--- src/rtl/regfile_mp_if.sv ---
// regfile_mp_if: bus between decode/write-back and the multi-port register file
// Signals: clr (full clear request), ready (file initialised),
//          we0/waddr0/wdata0 and we1/waddr1/wdata1 (write ports, port 1 wins),
//          mark_en/mark_addr (set pending), re/raddr (read requests),
//          rdata/rpend (combinational read data and hazard flags).
// master drives requests; slave is the register file.
interface regfile_mp_if #(
    parameter int DATA_W = 32,
    parameter int ADDR_W = 5,
    parameter int NUM_RD = 2
) ();
    logic                     clr;
    logic                     ready;
    logic                     we0;
    logic [ADDR_W-1:0]        waddr0;
    logic [DATA_W-1:0]        wdata0;
    logic                     we1;
    logic [ADDR_W-1:0]        waddr1;
    logic [DATA_W-1:0]        wdata1;
    logic                     mark_en;
    logic [ADDR_W-1:0]        mark_addr;
    logic [NUM_RD-1:0]        re;
    logic [NUM_RD*ADDR_W-1:0] raddr;
    logic [NUM_RD*DATA_W-1:0] rdata;
    logic [NUM_RD-1:0]        rpend;

    modport master (
        output clr, we0, waddr0, wdata0, we1, waddr1, wdata1, mark_en, mark_addr, re, raddr,
        input  ready, rdata, rpend
    );

    modport slave (
        input  clr, we0, waddr0, wdata0, we1, waddr1, wdata1, mark_en, mark_addr, re, raddr,
        output ready, rdata, rpend
    );
endinterface

--- src/rtl/regfile_mp.sv ---
// regfile_mp: multi-port register file with write bypass, clear sequencer and pending scoreboard
// Ports: clk (rising-edge clock), rst (synchronous active-high reset),
//        bus (regfile_mp_if.slave: write ports, mark, read ports, ready).
// Reg 0 reads as zero and is never written. After reset or clr the file
// walks every index writing zero, then raises ready.
module regfile_mp #(
    parameter int DATA_W = 32,
    parameter int ADDR_W = 5,
    parameter int NUM_RD = 2
) (
    input  logic        clk,
    input  logic        rst,
    regfile_mp_if.slave bus
);
    localparam int DEPTH = 2**ADDR_W;
    localparam logic [ADDR_W-1:0] LAST = '1;

    typedef enum logic {CLEAR, READY} state_t;

    state_t            r_state, w_state_nxt;
    logic [ADDR_W-1:0] r_idx, w_idx_nxt;
    logic              r_ready, w_ready_nxt;
    logic [DATA_W-1:0] r_regs [DEPTH];
    logic [DEPTH-1:0]  r_pend;
    logic              w_wr_ok, w_we0, w_we1, w_mark;
    logic [ADDR_W-1:0] w_raddr [NUM_RD];
    logic [DATA_W-1:0] w_rdata [NUM_RD];
    logic              w_rpend [NUM_RD];
    logic              w_hit0  [NUM_RD];
    logic              w_hit1  [NUM_RD];

    always_ff @(posedge clk) begin
        if (rst) begin
            r_state <= CLEAR;
            r_idx   <= '0;
            r_ready <= 1'b0;
        end else begin
            r_state <= w_state_nxt;
            r_idx   <= w_idx_nxt;
            r_ready <= w_ready_nxt;
        end
    end

    always_comb begin
        w_state_nxt = r_state;
        w_idx_nxt   = r_idx;
        w_ready_nxt = r_ready;
        if (r_state == CLEAR) begin
            w_idx_nxt = r_idx + 1'b1;
            if (r_idx == LAST) begin
                w_state_nxt = READY;
                w_ready_nxt = 1'b1;
            end
        end else if (bus.clr) begin
            w_state_nxt = CLEAR;
            w_idx_nxt   = '0;
            w_ready_nxt = 1'b0;
        end
    end

    // A clr edge discards the writes and mark presented with it.
    assign w_wr_ok = !rst && r_state == READY && !bus.clr;
    assign w_we0   = w_wr_ok && bus.we0 && bus.waddr0 != '0;
    assign w_we1   = w_wr_ok && bus.we1 && bus.waddr1 != '0;
    assign w_mark  = w_wr_ok && bus.mark_en && bus.mark_addr != '0;

    // Port 1 is written last so it wins an address collision.
    always_ff @(posedge clk) begin
        if (r_state == CLEAR) begin
            r_regs[r_idx] <= '0;
        end else begin
            if (w_we0) r_regs[bus.waddr0] <= bus.wdata0;
            if (w_we1) r_regs[bus.waddr1] <= bus.wdata1;
        end
    end

    // Mark is applied after the write clears so a same-address mark wins.
    always_ff @(posedge clk) begin
        if (rst) begin
            r_pend <= '0;
        end else if (r_state == CLEAR) begin
            r_pend[r_idx] <= 1'b0;
        end else begin
            if (w_we0)  r_pend[bus.waddr0]    <= 1'b0;
            if (w_we1)  r_pend[bus.waddr1]    <= 1'b0;
            if (w_mark) r_pend[bus.mark_addr] <= 1'b1;
        end
    end

    for (genvar g = 0; g < NUM_RD; g++) begin : g_rd
        assign w_raddr[g] = bus.raddr[g*ADDR_W +: ADDR_W];
        assign w_hit1[g]  = bus.we1 && bus.waddr1 == w_raddr[g];
        assign w_hit0[g]  = bus.we0 && bus.waddr0 == w_raddr[g];
        assign w_rdata[g] = (rst || !r_ready || !bus.re[g] || w_raddr[g] == '0) ? '0 :
                            w_hit1[g] ? bus.wdata1 :
                            w_hit0[g] ? bus.wdata0 : r_regs[w_raddr[g]];
        // A bypassed value is already available, so it never reports pending.
        assign w_rpend[g] = r_ready && bus.re[g] && w_raddr[g] != '0 &&
                            r_pend[w_raddr[g]] && !(w_hit0[g] || w_hit1[g]);
    end

    always_comb begin
        bus.rdata = '0;
        bus.rpend = '0;
        for (int i = 0; i < NUM_RD; i++) begin
            bus.rdata[i*DATA_W +: DATA_W] = w_rdata[i];
            bus.rpend[i]                  = w_rpend[i];
        end
    end

    assign bus.ready = r_ready;
endmodule

--- src/flat_wrapper.sv ---
// flat-port wrapper written by rule: the top's interface ports become plain ports
module regfile_mp_flat 
#(
    parameter int DATA_W = 32,
    parameter int ADDR_W = 5,
    parameter int NUM_RD = 2
)
  (clk, rst, bus_clr, bus_we0, bus_waddr0, bus_wdata0, bus_we1, bus_waddr1, bus_wdata1, bus_mark_en, bus_mark_addr, bus_re, bus_raddr, bus_ready, bus_rdata, bus_rpend);
  regfile_mp_if #(.DATA_W(DATA_W), .ADDR_W(ADDR_W), .NUM_RD(NUM_RD)) bus_i ();
  input  logic clk;
  input  logic rst;
  input wire logic [$bits(bus_i.clr)-1:0] bus_clr;
  input wire logic [$bits(bus_i.we0)-1:0] bus_we0;
  input wire logic [$bits(bus_i.waddr0)-1:0] bus_waddr0;
  input wire logic [$bits(bus_i.wdata0)-1:0] bus_wdata0;
  input wire logic [$bits(bus_i.we1)-1:0] bus_we1;
  input wire logic [$bits(bus_i.waddr1)-1:0] bus_waddr1;
  input wire logic [$bits(bus_i.wdata1)-1:0] bus_wdata1;
  input wire logic [$bits(bus_i.mark_en)-1:0] bus_mark_en;
  input wire logic [$bits(bus_i.mark_addr)-1:0] bus_mark_addr;
  input wire logic [$bits(bus_i.re)-1:0] bus_re;
  input wire logic [$bits(bus_i.raddr)-1:0] bus_raddr;
  output wire logic [$bits(bus_i.ready)-1:0] bus_ready;
  output wire logic [$bits(bus_i.rdata)-1:0] bus_rdata;
  output wire logic [$bits(bus_i.rpend)-1:0] bus_rpend;
  assign bus_i.clr = bus_clr;
  assign bus_i.we0 = bus_we0;
  assign bus_i.waddr0 = bus_waddr0;
  assign bus_i.wdata0 = bus_wdata0;
  assign bus_i.we1 = bus_we1;
  assign bus_i.waddr1 = bus_waddr1;
  assign bus_i.wdata1 = bus_wdata1;
  assign bus_i.mark_en = bus_mark_en;
  assign bus_i.mark_addr = bus_mark_addr;
  assign bus_i.re = bus_re;
  assign bus_i.raddr = bus_raddr;
  assign bus_ready = bus_i.ready;
  assign bus_rdata = bus_i.rdata;
  assign bus_rpend = bus_i.rpend;
  regfile_mp #(.DATA_W(DATA_W), .ADDR_W(ADDR_W), .NUM_RD(NUM_RD)) u_core (.clk(clk), .rst(rst), .bus(bus_i));
endmodule
--- config.mk ---
export PLATFORM = sky130hd
export DESIGN_NAME = regfile_mp_flat
export DESIGN_NICKNAME = d
export VERILOG_FILES = /design/src/rtl/regfile_mp_if.sv /design/src/rtl/regfile_mp.sv /design/src/flat_wrapper.sv
export SDC_FILE = /design/constraint.sdc
export NUM_CORES = 2
export LEC_CHECK = 0
export CORE_AREA = 2 2 402 404
export DETAILED_ROUTE_END_ITERATION = 8
export DIE_AREA = 0 0 404 406
export PLACE_DENSITY_LB_ADDON = 0.08
export SLEW_MARGIN = 10
export SYNTH_ARGS = -nofsm -noshare
export SYNTH_HDL_FRONTEND = slang
export SYNTH_SLANG_ARGS = --single-unit
--- constraint.sdc ---
create_clock -name clk -period 12 [get_ports clk]
set_clock_uncertainty 0.15 [all_clocks]
set_input_delay 3 -clock clk [delete_from_list [all_inputs] [get_ports clk]]
set_output_delay 3 -clock clk [all_outputs]
set_load 0.01 [all_outputs]
; Yosys cells after proc, flatten, opt, wreduce, memory -nomap -nowiden
; Memories as Yosys holds them, arrays and structs flattened.
; Index checks and enable logic that the tools add are counted.
[classes]
n_reduce_logical = 48
n_mux = 44
n_lt_le_gt_ge = 10
bitwise = 7
n_addsub = 1
eq_ne = 6
[op_table]
columns = op, count
row1 = $mux W32, 15
row2 = $and A32 B32 Y32, 3
row3 = $not A32 Y32, 3
row4 = $lt A5 B6 Y1 const B, 6
row5 = $or A32 B32 Y32, 1
row6 = $reduce_or A32 Y1, 1
row7 = $reduce_bool A5 Y1, 5
row8 = $logic_and A1 B1 Y1, 24
row9 = $demux W1 S5, 4
row10 = $eq A5 B5 Y1, 4
row11 = $ge A5 B1 Y1 const B, 4
row12 = $mux W1, 20
row13 = $mux W5, 3
row14 = $bmux W1 S5, 2
row15 = $logic_not A5 Y1, 2
row16 = $logic_not A1 Y1, 7
row17 = $logic_or A1 B1 Y1, 7
row18 = $add A5 B1 Y5 const B, 1
row19 = $eq A5 B5 Y1 const B, 1
row20 = $ne A2 B2 Y1 const B, 1
row21 = $reduce_and A2 Y1, 1
row22 = $reduce_bool A2 Y1, 1
[word_totals]
mem_bits_rw = 1024
elab_cells = 121
inputBits = 97
register_bits = 39
n_memories = 1
[memory_table]
columns = name, words, word_bits, rd, rd_clocked_by_memory_dff, write_ports, line_no
row1 = u_core.r_regs, 32, 32, 2, 0, 2, regfile_mp.sv:23  ; logic [DATA_W-1:0] r_regs [DEPTH];

; Logic depth before layout (Yosys ltp)
[logic_depth]
ltp_word = 16
depth_mapped = 10
mapped_depth_nobuf = 6

; Worst setup path after synthesis
; Ideal clock, no wire load.
[synth_timing]
kind = in2out
from = in bus_raddr[5]
to = out bus_rdata[42]
path_stages = 7
n_path_buf = 3
setup_slack_ns = 4.149
required_ns = 8.850
arrival_ns = 4.701
path_cell_list = buf_2 > buf_2 > buf_2 > mux4_2 > mux2_2 > o211ai_1 > o211ai_1
[synth_via]
elab_chain_len = 5
[synth_lines]
columns = item, line_no
row1 = "start, declared", flat_wrapper.sv:22  ; input wire logic [$bits(bus_i.raddr)-1:0] bus_raddr;
row2 = branches (longest 4 deep; another with $mem_v2 Z32 W32), --
row3 = $mux W32 *, regfile_mp.sv:94  ; assign w_rdata[g] = (rst || !r_ready || !bus.re[g] || w_raddr[g] == '0) ? '0 :
row4 = "end, declared", flat_wrapper.sv:24  ; output wire logic [$bits(bus_i.rdata)-1:0] bus_rdata;
; Every way passes the cells marked *.

; Worst setup path in the final report
[layout_timing]
from = in bus_raddr[3]
to = out bus_rdata[24]
; The elaborated chain is that of the path after synthesis.

==> metrics.txt <==
Achievable Freq=96.3 MHz; unrepaired setup endpoints after global routing=false; Avg Cell Area, Syn=roughly 11 um^2; router iterations before antenna repair=6; max_cap viols=0; Synth async-reset ratio=0%; die area=164000 um^2; Post-CTS Setup Inserts=0; Setup CP Type=primary input to output pin; number of core rows=between 100 and 150; CTS resizes=0; DP HPWL=148 mm; fin. max-slew vios=0; register area share after synthesis=49.7%; worst path required time=8.85 ns; Power Total=8.75 mW; CP Cell Sequence=clkdlybuf4s50_1 > xnor2_1 > nand4_1 > buf_4 > or2_2 > a31oi_1 > o211ai_1 > clkdlybuf4s50_1; DRT iter0 DRCs=between 6000 and 7000; critical path arrival=7.23 ns; Post-synth top cells=nand2_1 (1180), edfxtp_1 (1024), o21ai_0 (974); Vias=49487; Layout Nets=5535; status=complete, no violations; layout cell share with drive strength beyond 1=around 17%; H-Tree Depth=4; initial antenna violation count=10; clk_lat worst skew=0.77 ns; crit path max-delay cell type=or2_2; Yosys reg bits=1063; maximum number of pins on one net before global-route repair=100; die height=between 400 and 500 um; gpl congestion=between 0.8 and 0.9; clk slew on worst S/H paths=0.06 ns; CP Launch Type=primary input; Finish-stage setup viols=0; area leader, netlist=edfxtp_1; global route overflow=0; number of global-route vias before repair=between 40000 and 50000; hold buffers post-CTS=0; Residual DRC=0; clock buffer depth=3; Vias/cell=6.50; Synth Flop Type=edfxtp_1; setup TNS=0 ns; cts bufs inserted=134; CTS root buf=clkbuf_16; Mapped Nets=just under 6000; GRT Overall Usage=32.7%; crit-path max FO=35; final hold violation count=0; most frequent cell after synthesis=nand2_1; Avg WL per Cell=about 36 um; Synth cell types=71; CP top delay family=buffers and inverters; fin crit share=86.5%; number of synthesized flops with an enable pin=1024; Worst setup EP type=output pin; port bufs=around 160; Leakage=22.8 nW; Hold Path Class=register to register; Power Density=124 nW/um^2; synthesized area=63500 um^2; Total Wirelength=~270 mm; CTS tree=yes; Mapped Cells=5667; Antenna Nets Post-Route=0; slew margin rel.=7.21%; Synth top area share=around 48%; first-pass GRT wire length=376 mm; CP bufs+invs=3; P&R area growth vs syn=11.3%; # IOs=~160; core box area=160000 um^2; Synth Warn #=0; Die Wd=404 um; maximum VDD drop=between 0.0001 and 0.00015 V; Synth area leaders=edfxtp_1 (48%), mux4_2 (14%), o21ai_0 (7.7%), nand2_1 (7.0%), mux2i_1 (5.2%); crit-path max cell delay=1.17 ns; min Tclk post-route=10.38 ns; number of inserted diodes=0; Most common cell on crit path=clkdlybuf4s50_1; worst slew pin tran=1.39 ns; Starting Density=39.8%; Fillers=between 10000 and 15000; CTS Sinks=1063
power by group:
part	internal [mW]	switching, mW	total (mW)
Combinational	0.313	0.517	0.829
Sequential	4.05	0.0164	4.07
Clock	2.21	1.65	3.85
Total	6.57	2.18	8.75
cell type report:
| class | count | area, um^2 | share of cell area [%] |
|---|---|---|---|
| sequential | 1063 | 31500 | 44.6 |
| multi-input combinational | 3845 | 29400 | 41.5 |
| clock buffer | 177 | 3610 | 5.11 |
| timing repair buffer | 318 | 2910 | 4.12 |
| tap | 2086 | 2610 | 3.69 |
| clock inverter | 55 | 392 | 0.554 |
| inverter | 71 | 267 | 0.377 |
final timing paths:
kind | start | endpoint | slack, ns | depth (start not counted)
max | bus_raddr[3] | bus_rdata[24] | 1.62 | 8
min reg2reg | u_core.r_pend[0]$_SDFF_PP0_ | u_core.r_pend[0]$_SDFF_PP0_ | 0.34 | 2
min | u_core.r_pend[0]$_SDFF_PP0_ | u_core.r_pend[0]$_SDFF_PP0_ | 0.34 | 2
max reg2reg | u_core.r_state$_SDFF_PP0_ | u_core.r_regs[28][7]$_DFFE_PP_ | 7.59 | 7
cell usage in the layout (no fill, tap or decap), types with 34 or more instances in the layout:
master and count:
a211o_1 62, a21oi_1 34, a31oi_1 68, buf_4 147, clkbuf_1 38, clkbuf_16 138, clkdlybuf4s50_1 153, dfxtp_1 39
edfxtp_1 1024, inv_1 69, mux2_2 63, mux2i_1 329, mux4_2 397, nand2_1 1176, nor2_1 50, nor3_1 68
o211ai_1 128, o21ai_0 973, o221ai_1 139, o22ai_1 62
cell families after synthesis:
family | count (synthesis) | share of synthesized area [%]
adders and majority gates | 5 | 0.0985
AOI/OAI and AO/OA | 1599 | 15.2
DFF | 1063 | 49.7
xor gates and xnor gates | 21 | 0.290
and+or+nand+nor | 1430 | 9.08
muxes | 790 | 20.4
buffers and inverters | 759 | 5.27
state kept, by name, indices dropped and copies added, names as in the netlist:
name              flops
u_core.bus.ready      1
u_core.r_pend        32
u_core.r_idx          5
u_core.r_state        1
u_core.r_regs      1024
layer usage:
layer	vias up	part of all wire, %	global-route usage [%]
met4	8	4.0	12.5
met5	-	0.020	0.0297
met3	554	9.4	6.86
met2	2801	46	51.6
li1	21072	-	-
met1	25052	40	44.3
worst register-to-register path: stages, from the launching register on:
cell and delay, ns:
dfxtp_1 0.33, buf_4 0.51, and4bb_1 0.41, or3b_1 0.36, buf_4 0.26, nor2_4 0.95
buf_4 0.92, o21ai_0 0.22
per-stage QoR:
stage | worst slack, ns | hold WS (ns) | area, um^2 | utilization, % | instances
global route | 1.55 | 0.374 | 70700 | 44.3 | 7615
global placement | 1.79 | 0.309 | 66600 | 41.7 | 7381
finish | 1.62 | 0.340 | 70700 | 44.3 | 7615
detailed placement | 1.73 | 0.319 | 66700 | 41.8 | 7383
CTS | 1.70 | 0.336 | 70700 | 44.3 | 7615
floorplan | 4.15 | 0.287 | 63500 | - | 5667
Power figures use the tool's default switching activity.
